`src/rtl/coef_bank_ctrl.sv`:
```
// Double-buffered FIR coefficient bank: shadow taps are written over a 4-phase
// config handshake and copied to the active bank only while the filter input port is idle.
module coef_bank_ctrl #(
  parameter int NR_STAGES = 32,
  parameter int DWIDTH    = 16,
  parameter int CWIDTH    = NR_STAGES * DWIDTH,
  parameter int AWIDTH    = 5
) (
  input  logic                     clk,
  input  logic                     rst,
  input  logic                     cfg_req,
  output logic                     cfg_ack,
  input  logic                     cfg_cmd,
  input  logic        [0:AWIDTH-1] cfg_addr,
  input  logic signed [0:DWIDTH-1] cfg_data,
  input  logic                     in_req,
  input  logic                     in_ack,
  output logic        [0:CWIDTH-1] h_out,
  output logic                     swapped
);

  typedef enum logic [1:0] {IDLE, WAIT_SAFE, ACK} state_t;

  state_t                          state_q, state_d;
  logic [NR_STAGES-1:0][DWIDTH-1:0] shadow_q, shadow_d;
  logic [NR_STAGES-1:0][DWIDTH-1:0] active_q, active_d;
  logic                            cfg_ack_q, cfg_ack_d;
  logic                            swapped_q, swapped_d;

  always_comb begin
    state_d   = state_q;
    shadow_d  = shadow_q;
    active_d  = active_q;
    swapped_d = 1'b0;
    unique case (state_q)
      IDLE: begin
        if (cfg_req && !cfg_ack_q) begin
          if (cfg_cmd) begin
            state_d = WAIT_SAFE;
          end else begin
            // Out-of-range addresses match no tap, so they are acked but dropped.
            for (int i = 0; i < NR_STAGES; i++)
              if (32'(cfg_addr) == i) shadow_d[i] = cfg_data;
            state_d = ACK;
          end
        end
      end
      WAIT_SAFE: begin
        if (!in_req && !in_ack) begin
          active_d  = shadow_q;
          swapped_d = 1'b1;
          state_d   = ACK;
        end
      end
      ACK: begin
        if (!cfg_req) state_d = IDLE;
      end
      default: state_d = IDLE;
    endcase
    cfg_ack_d = (state_d == ACK);
  end

  always_ff @(posedge clk) begin
    if (rst) begin
      state_q   <= IDLE;
      shadow_q  <= '0;
      active_q  <= '0;
      cfg_ack_q <= 1'b0;
      swapped_q <= 1'b0;
    end else begin
      state_q   <= state_d;
      shadow_q  <= shadow_d;
      active_q  <= active_d;
      cfg_ack_q <= cfg_ack_d;
      swapped_q <= swapped_d;
    end
  end

  assign cfg_ack = cfg_ack_q;
  assign swapped = swapped_q;

  for (genvar g = 0; g < NR_STAGES; g++) begin : g_tap
    assign h_out[g*DWIDTH +: DWIDTH] = active_q[g];
  end

endmodule
```
`config.mk`:
```
export PLATFORM = sky130hd
export DESIGN_NAME = coef_bank_ctrl
export DESIGN_NICKNAME = d
export VERILOG_FILES = /design/src/rtl/coef_bank_ctrl.sv
export SDC_FILE = /design/constraint.sdc
export NUM_CORES = 2
export LEC_CHECK = 0
export CAP_MARGIN = 0
export CORE_MARGIN = 5
export CORE_UTILIZATION = 34
export CTS_CLUSTER_DIAMETER = 50
export CTS_CLUSTER_SIZE = 14
export DETAILED_ROUTE_END_ITERATION = 10
export GPL_TIMING_DRIVEN = 0
export MAX_ROUTING_LAYER = met4
export PLACE_DENSITY = 0.52
export SYNTH_ARGS = -nofsm -noshare
export SYNTH_HDL_FRONTEND = slang
export SYNTH_SLANG_ARGS = --single-unit
```
`constraint.sdc`:
```
create_clock -name clk -period 1.9 [get_ports clk]
set_clock_uncertainty 0.05 [all_clocks]
set_input_delay 0.285 -clock clk [delete_from_list [all_inputs] [get_ports clk]]
set_output_delay 0.285 -clock clk [all_outputs]
set_load 0.02 [all_outputs]
```
# Word-level counts from Yosys, hierarchy flattened
# Index checks and enable logic that the tools add are counted.
[word_totals] regBits=1028 output_inout_bits=514
[op_classes] eq_ne=34 n_mux=6 bitwise_logic=2 reduce_logical=41
[ops] cell="$reduce_and 4->1" count=32
[ops] cell="$eq 5x5->1 const B" count=16
[ops] cell="$eq 5x4->1 const B" count=8
[ops] cell="$eq 5x3->1 const B" count=4
[ops] cell="$eq 5x2->1 const B" count=2
[ops] cell="$mux 2" count=4
[ops] cell="$pmux 2 s3" count=1
[ops] cell="$eq 5x1->1 const B" count=1
[ops] cell="$logic_not 5->1" count=1
[ops] cell="$eq 2x2->1 const B" count=2
[ops] cell="$logic_not 1->1" count=3
[ops] cell="$eq 2x1->1 const B" count=1
[ops] cell="$logic_and 1x1->1" count=2
[ops] cell="$logic_not 2->1" count=1
[ops] cell="$not 1->1" count=2
[ops] cell="$reduce_and 2->1" count=1
[ops] cell="$reduce_or 2->1" count=1
[ops] cell="$mux 1" count=1

# Longest topological paths before layout
[logic_depth] depth_word=5 ltp_mapped=6

# Worst setup path before layout
# OpenSTA, ideal clock, no wires.
[synth_path] path_type="flip-flop to flip-flop" startpoint="register state_q[1]" endpoint="register active_q (netlist bit h_out[479])" arrival_time_ps=1576 t_required_ps=1718 path_slack_ps=142 path_stages_with_launch=7 n_path_buf=3 period_less_slack_ps=1758 path_cell_list="dfxtp_1 or4b_2 buf_4 buf_6 buf_2 nand2_1 a21oi_1"
[synth_via] elab_chain_cells=2
[synth_rtl] element="start, declared" line_no="24" source="state_t state_q, state_d;"
[synth_rtl] element="start signal, assigned" line_no="71" source="state_q <= state_d;"
[synth_rtl] element="$eq 2x1->1" line_no="35" source="unique case (state_q)"
[synth_rtl] element="$reduce_and 2->1 (no line)"
[synth_rtl] element="end signal, assigned" line_no="73" source="active_q <= active_d;"
[synth_rtl] element="end, declared" line_no="26" source="logic [NR_STAGES-1:0][DWIDTH-1:0] active_q, active_d;"
# No other way between the ends.
# A chain may end at the register's enable or synchronous reset.

# Final worst setup path
[layout_path] startpoint="register state_q[1]" endpoint="register active_q (netlist bit h_out[197])"
# The elaborated chain is that of the path after synthesis.

==> metrics.md <==
| Metric | Value |
|---|---|
| Status | `complete, but fails checks` |
| Failing checks | `setup timing` |
| Crit path time final | `2.02 ns` |
| RSZ-0062 raised after global routing | `yes` |
| Reg2reg start | `state_q[1]$_SDFF_PP0_` |
| Relative slew slack | `47.1%` |
| Setup violators final | `436` |
| Largest family of logic cells by synthesized area | `simple AND/OR/NAND/NOR gates` |
| Post-Synth Adder-Cell Area | `0%` |
| Synth warn | `0` |
| Hold Crit Class | `input port to flip-flop` |
| Psw | `0.0116 W` |
| Hpwl dp | `96.1 mm` |
| Commonest cells post-synth | `dfxtp_1 (1028), nand2_1 (1025), nand2b_1 (528)` |
| Final Instance Area | `0.0563 sq mm` |
| Final Hold Fails | `0` |
| Yosys top cell by area | `dfxtp_1` |
| Pwr/cell area | `888 mW/mm^2` |
| Die Ht | `343 um` |
| Final wirelength | `144 mm` |
| Non-filler cells, final | `6405` |
| Average vias per placed instance | `4.72` |
| Final setup margin | `-0.124 ns` |
| Clock Tree Buf Depth | `3` |
| Seq/Total Area, Yosys | `54.7%` |
| Startpoint Class | `flip-flop` |
| Mux share of post-synthesis cell area | `13.6%` |
| H-tree depth | `4` |
| Compound-gate portion of the synthesized area | `6.89%` |
| FP Rows | `122` |
| Clk Latency, worst-skew pair | `0.74 ns` |
| Fin crit share | `107%` |
| Post-synthesis cell type count | `31` |
| Syn_area_per_cell | `9.44 sq um` |
| Largest net degree at the start of global routing | `17` |
| Top cells by area, synth | `dfxtp_1 (55%), mux2i_1 (14%), nand2_1 (10%), nand2b_1 (8.8%), a21oi_1 (6.8%)` |
| R2R depth | `7` |
| Worst Path Max Fanout | `8` |
| Boundary pin count | `541` |
| Clock Sinks | `1028` |
| Starting Density | `34.1%` |
| Total Power | `0.0500 W` |
| CTS tree | `built` |
| Most common cell in the netlist | `dfxtp_1` |
| Switching share of power | `23.3%` |
| Input/output buffers | `538` |
| Max-Cap Viols | `0` |
| Seq pwr share | `43.3%` |
| ANT nets after route | `0` |
| Seq cells post-synth | `1028` |
| First-pass GRT wire length | `198 mm` |
| R2r setup slk | `-0.12 ns` |
| Crit path kind | `flip-flop to flip-flop` |
| CTS clk-pin slew, worst paths | `0.06 ns` |
| Die ar. | `0.117 sq mm` |
| Clock group share of total power | `52.3%` |
| Hold buffers post-CTS | `0` |
| Post-synth EDFFs | `0` |
| Worst-Margin Slew | `0.789 ns` |
| Post-synthesis xor/xnor area fraction | `0%` |
| Number of global-route vias before repair | `29500` |
| Mapped Cells | `3985` |
| CP arrival | `2.57 ns` |
| DR vias | `30200` |
| Int Power | `0.0383 W` |
| DRT iter0 DRCs | `1443` |
| Share of the synthesized area in the top cell type | `54.7%` |
| Placed Cells | `6011` |
| Mapped Area | `0.0376 sq mm` |
| Worst r2r dst | `h_out[197]$_SDFFE_PP0P_` |
| CORE AREA | `0.110 sq mm` |
| Die Wd | `343 um` |
| Total grt overflow | `0` |
| Share of layout cells above drive strength 1 | `22.8%` |
| Peak VDD IR | `579 uV` |
| Cell Area, Placed | `0.0449 sq mm` |
| GRT Resource Usage Total | `23.4%` |
| Synth Net Count | `4012` |
| CTS Buf Count | `134` |
| Pleak | `29.0 nW` |
| Final GP Congestion | `0.786` |
| Wirelength per Cell | `22.5 um` |
| CP startpoint | `state_q[1]$_SDFF_PP0_` |
| Final net count | `4821` |
| DRC Markers | `0` |
| Ys async rst share | `0%` |
| Root Driver | `clkbuf_16` |
| Pre-Repair DR Iteration Count | `6` |
| Max Clk Rate | `494 MHz` |
| Part of the power in combinational logic | `4.5%` |
| Crit path capture | `h_out[197]$_SDFFE_PP0P_` |
| CP endpoint kind | `flip-flop` |
| Slew Viols, Final | `0` |
| Initial antenna violation count | `21` |
| Simple-gate share of the synthesized area | `20.6%` |
| Req. time, crit path | `2.44 ns` |
| Predominant post-synthesis flop cell | `dfxtp_1` |
| Synthesis-to-layout area growth | `49.6%` |
-- sequential cells by signal, summed over array words and instances (netlist names) --
signal / flops
state_q: 2
cfg_ack: 1
h_out: 512
swapped: 1
shadow_q: 512
-- timing repair --
item                                     CTS  global route
buffers inserted                          53            29
endpoints found under the setup margin  1530          1207
resized for setup                        406          1363
gates cloned                               8            52
pin swaps                                  5           397
-- cell families after synthesis --
logic type / Yosys count
AOI/OAI and AO/OA: 517
buffers and inverters: 324
DFF: 1028
muxes: 512
and+or+nand+nor: 1604
-- layout make-up --
| cell class | instances | area [sq um] |
|---|---|---|
| timing repair buffer | 678 | 8310 |
| antenna | 16 | 40.0 |
| fill | 10300 | 54100 |
| clock buffer | 172 | 3800 |
| sequential | 1028 | 20600 |
| tap | 1488 | 1860 |
| multi-input combinational | 2633 | 18100 |
| buffer | 319 | 2710 |
| clock inverter | 71 | 830 |
-- how the worst min path moves through the flow --
| stage | start | to | slack [ns] | cells after the start |
|---|---|---|---|---|
| after floorplan | shadow_q[107]$_SDFFE_PP0P_ | h_out[100]$_SDFFE_PP0P_ | 0.38 | 2 |
| after global placement | shadow_q[37]$_SDFFE_PP0P_ | h_out[42]$_SDFFE_PP0P_ | 0.39 | 2 |
| after detailed placement | shadow_q[396]$_SDFFE_PP0P_ | h_out[387]$_SDFFE_PP0P_ | 0.39 | 2 |
| after CTS | cfg_addr[3] | shadow_q[125]$_SDFFE_PP0P_ | 0.02 | 4 |
| after global routing | cfg_addr[3] | shadow_q[114]$_SDFFE_PP0P_ | 0.06 | 4 |
| final | cfg_addr[3] | shadow_q[120]$_SDFFE_PP0P_ | 0.06 | 4 |
-- worst max-delay path, cell delays in order (launching register included) --
cell,delay [ns]
dfxtp_4,0.36
buf_6,0.12
or4b_4,0.60
clkbuf_16,0.24
clkbuf_16,0.21
clkbuf_16,0.18
nand2_2,0.06
a21oi_1,0.05
-- per-stage QoR --
| stage | utilization, % | worst slack (ns) | hold WS, ns | TNS, ns |
|---|---|---|---|---|
| after floorplan | - | 0.142 | 0.382 | 0 |
| after global placement | 40.7 | -2.48 | 0.389 | -1743.23 |
| after detailed placement | 40.7 | -2.48 | 0.393 | -1778.26 |
| after CTS | 45.9 | -0.247 | 0.0215 | -65.68 |
| after global routing | 51.0 | -0.154 | 0.0635 | -44.09 |
| final | 51.0 | -0.124 | 0.0633 | -27.07 |
-- routing by layer --
layer	track usage, %	routed length [um]
met5	-	0
met4	5.43	2580
met3	6.23	9220
met2	38.0	69100
met1	29.3	63200
-- power groups by stage --
| stage | logic, W | clock network [W] | registers [W] |
|---|---|---|---|
| floorplan | 0.000900 | 0 | 0.0221 |
| CTS | 0.00190 | 0.0266 | 0.0216 |
| global route | 0.00234 | 0.0276 | 0.0216 |
| global placement | 0.00169 | 0 | 0.0221 |
| finish | 0.00223 | 0.0261 | 0.0216 |
| detailed placement | 0.00168 | 0 | 0.0221 |
-- cell usage in the layout (no fill, tap or decap), types with 16 or more instances in the layout --
cell	Yosys	final
clkbuf_2	0	54
buf_4	20	62
clkdlybuf4s50_1	0	24
a21oi_1	514	293
nand2_1	1025	758
mux2i_1	512	512
dlygate4sd2_1	0	187
buf_6	20	61
nand2_4	0	199
clkbuf_8	0	17
clkbuf_16	0	192
a21oi_2	0	221
buf_12	0	49
diode_2	0	16
nand2b_1	528	528
clkinv_2	0	17
nand3_4	4	19
dfxtp_1	1028	1026
dlymetal6s2s_1	0	307
buf_8	1	40
nand2_2	0	68
clkbuf_1	181	123
Note: power is estimated with default switching activity, not from simulation.
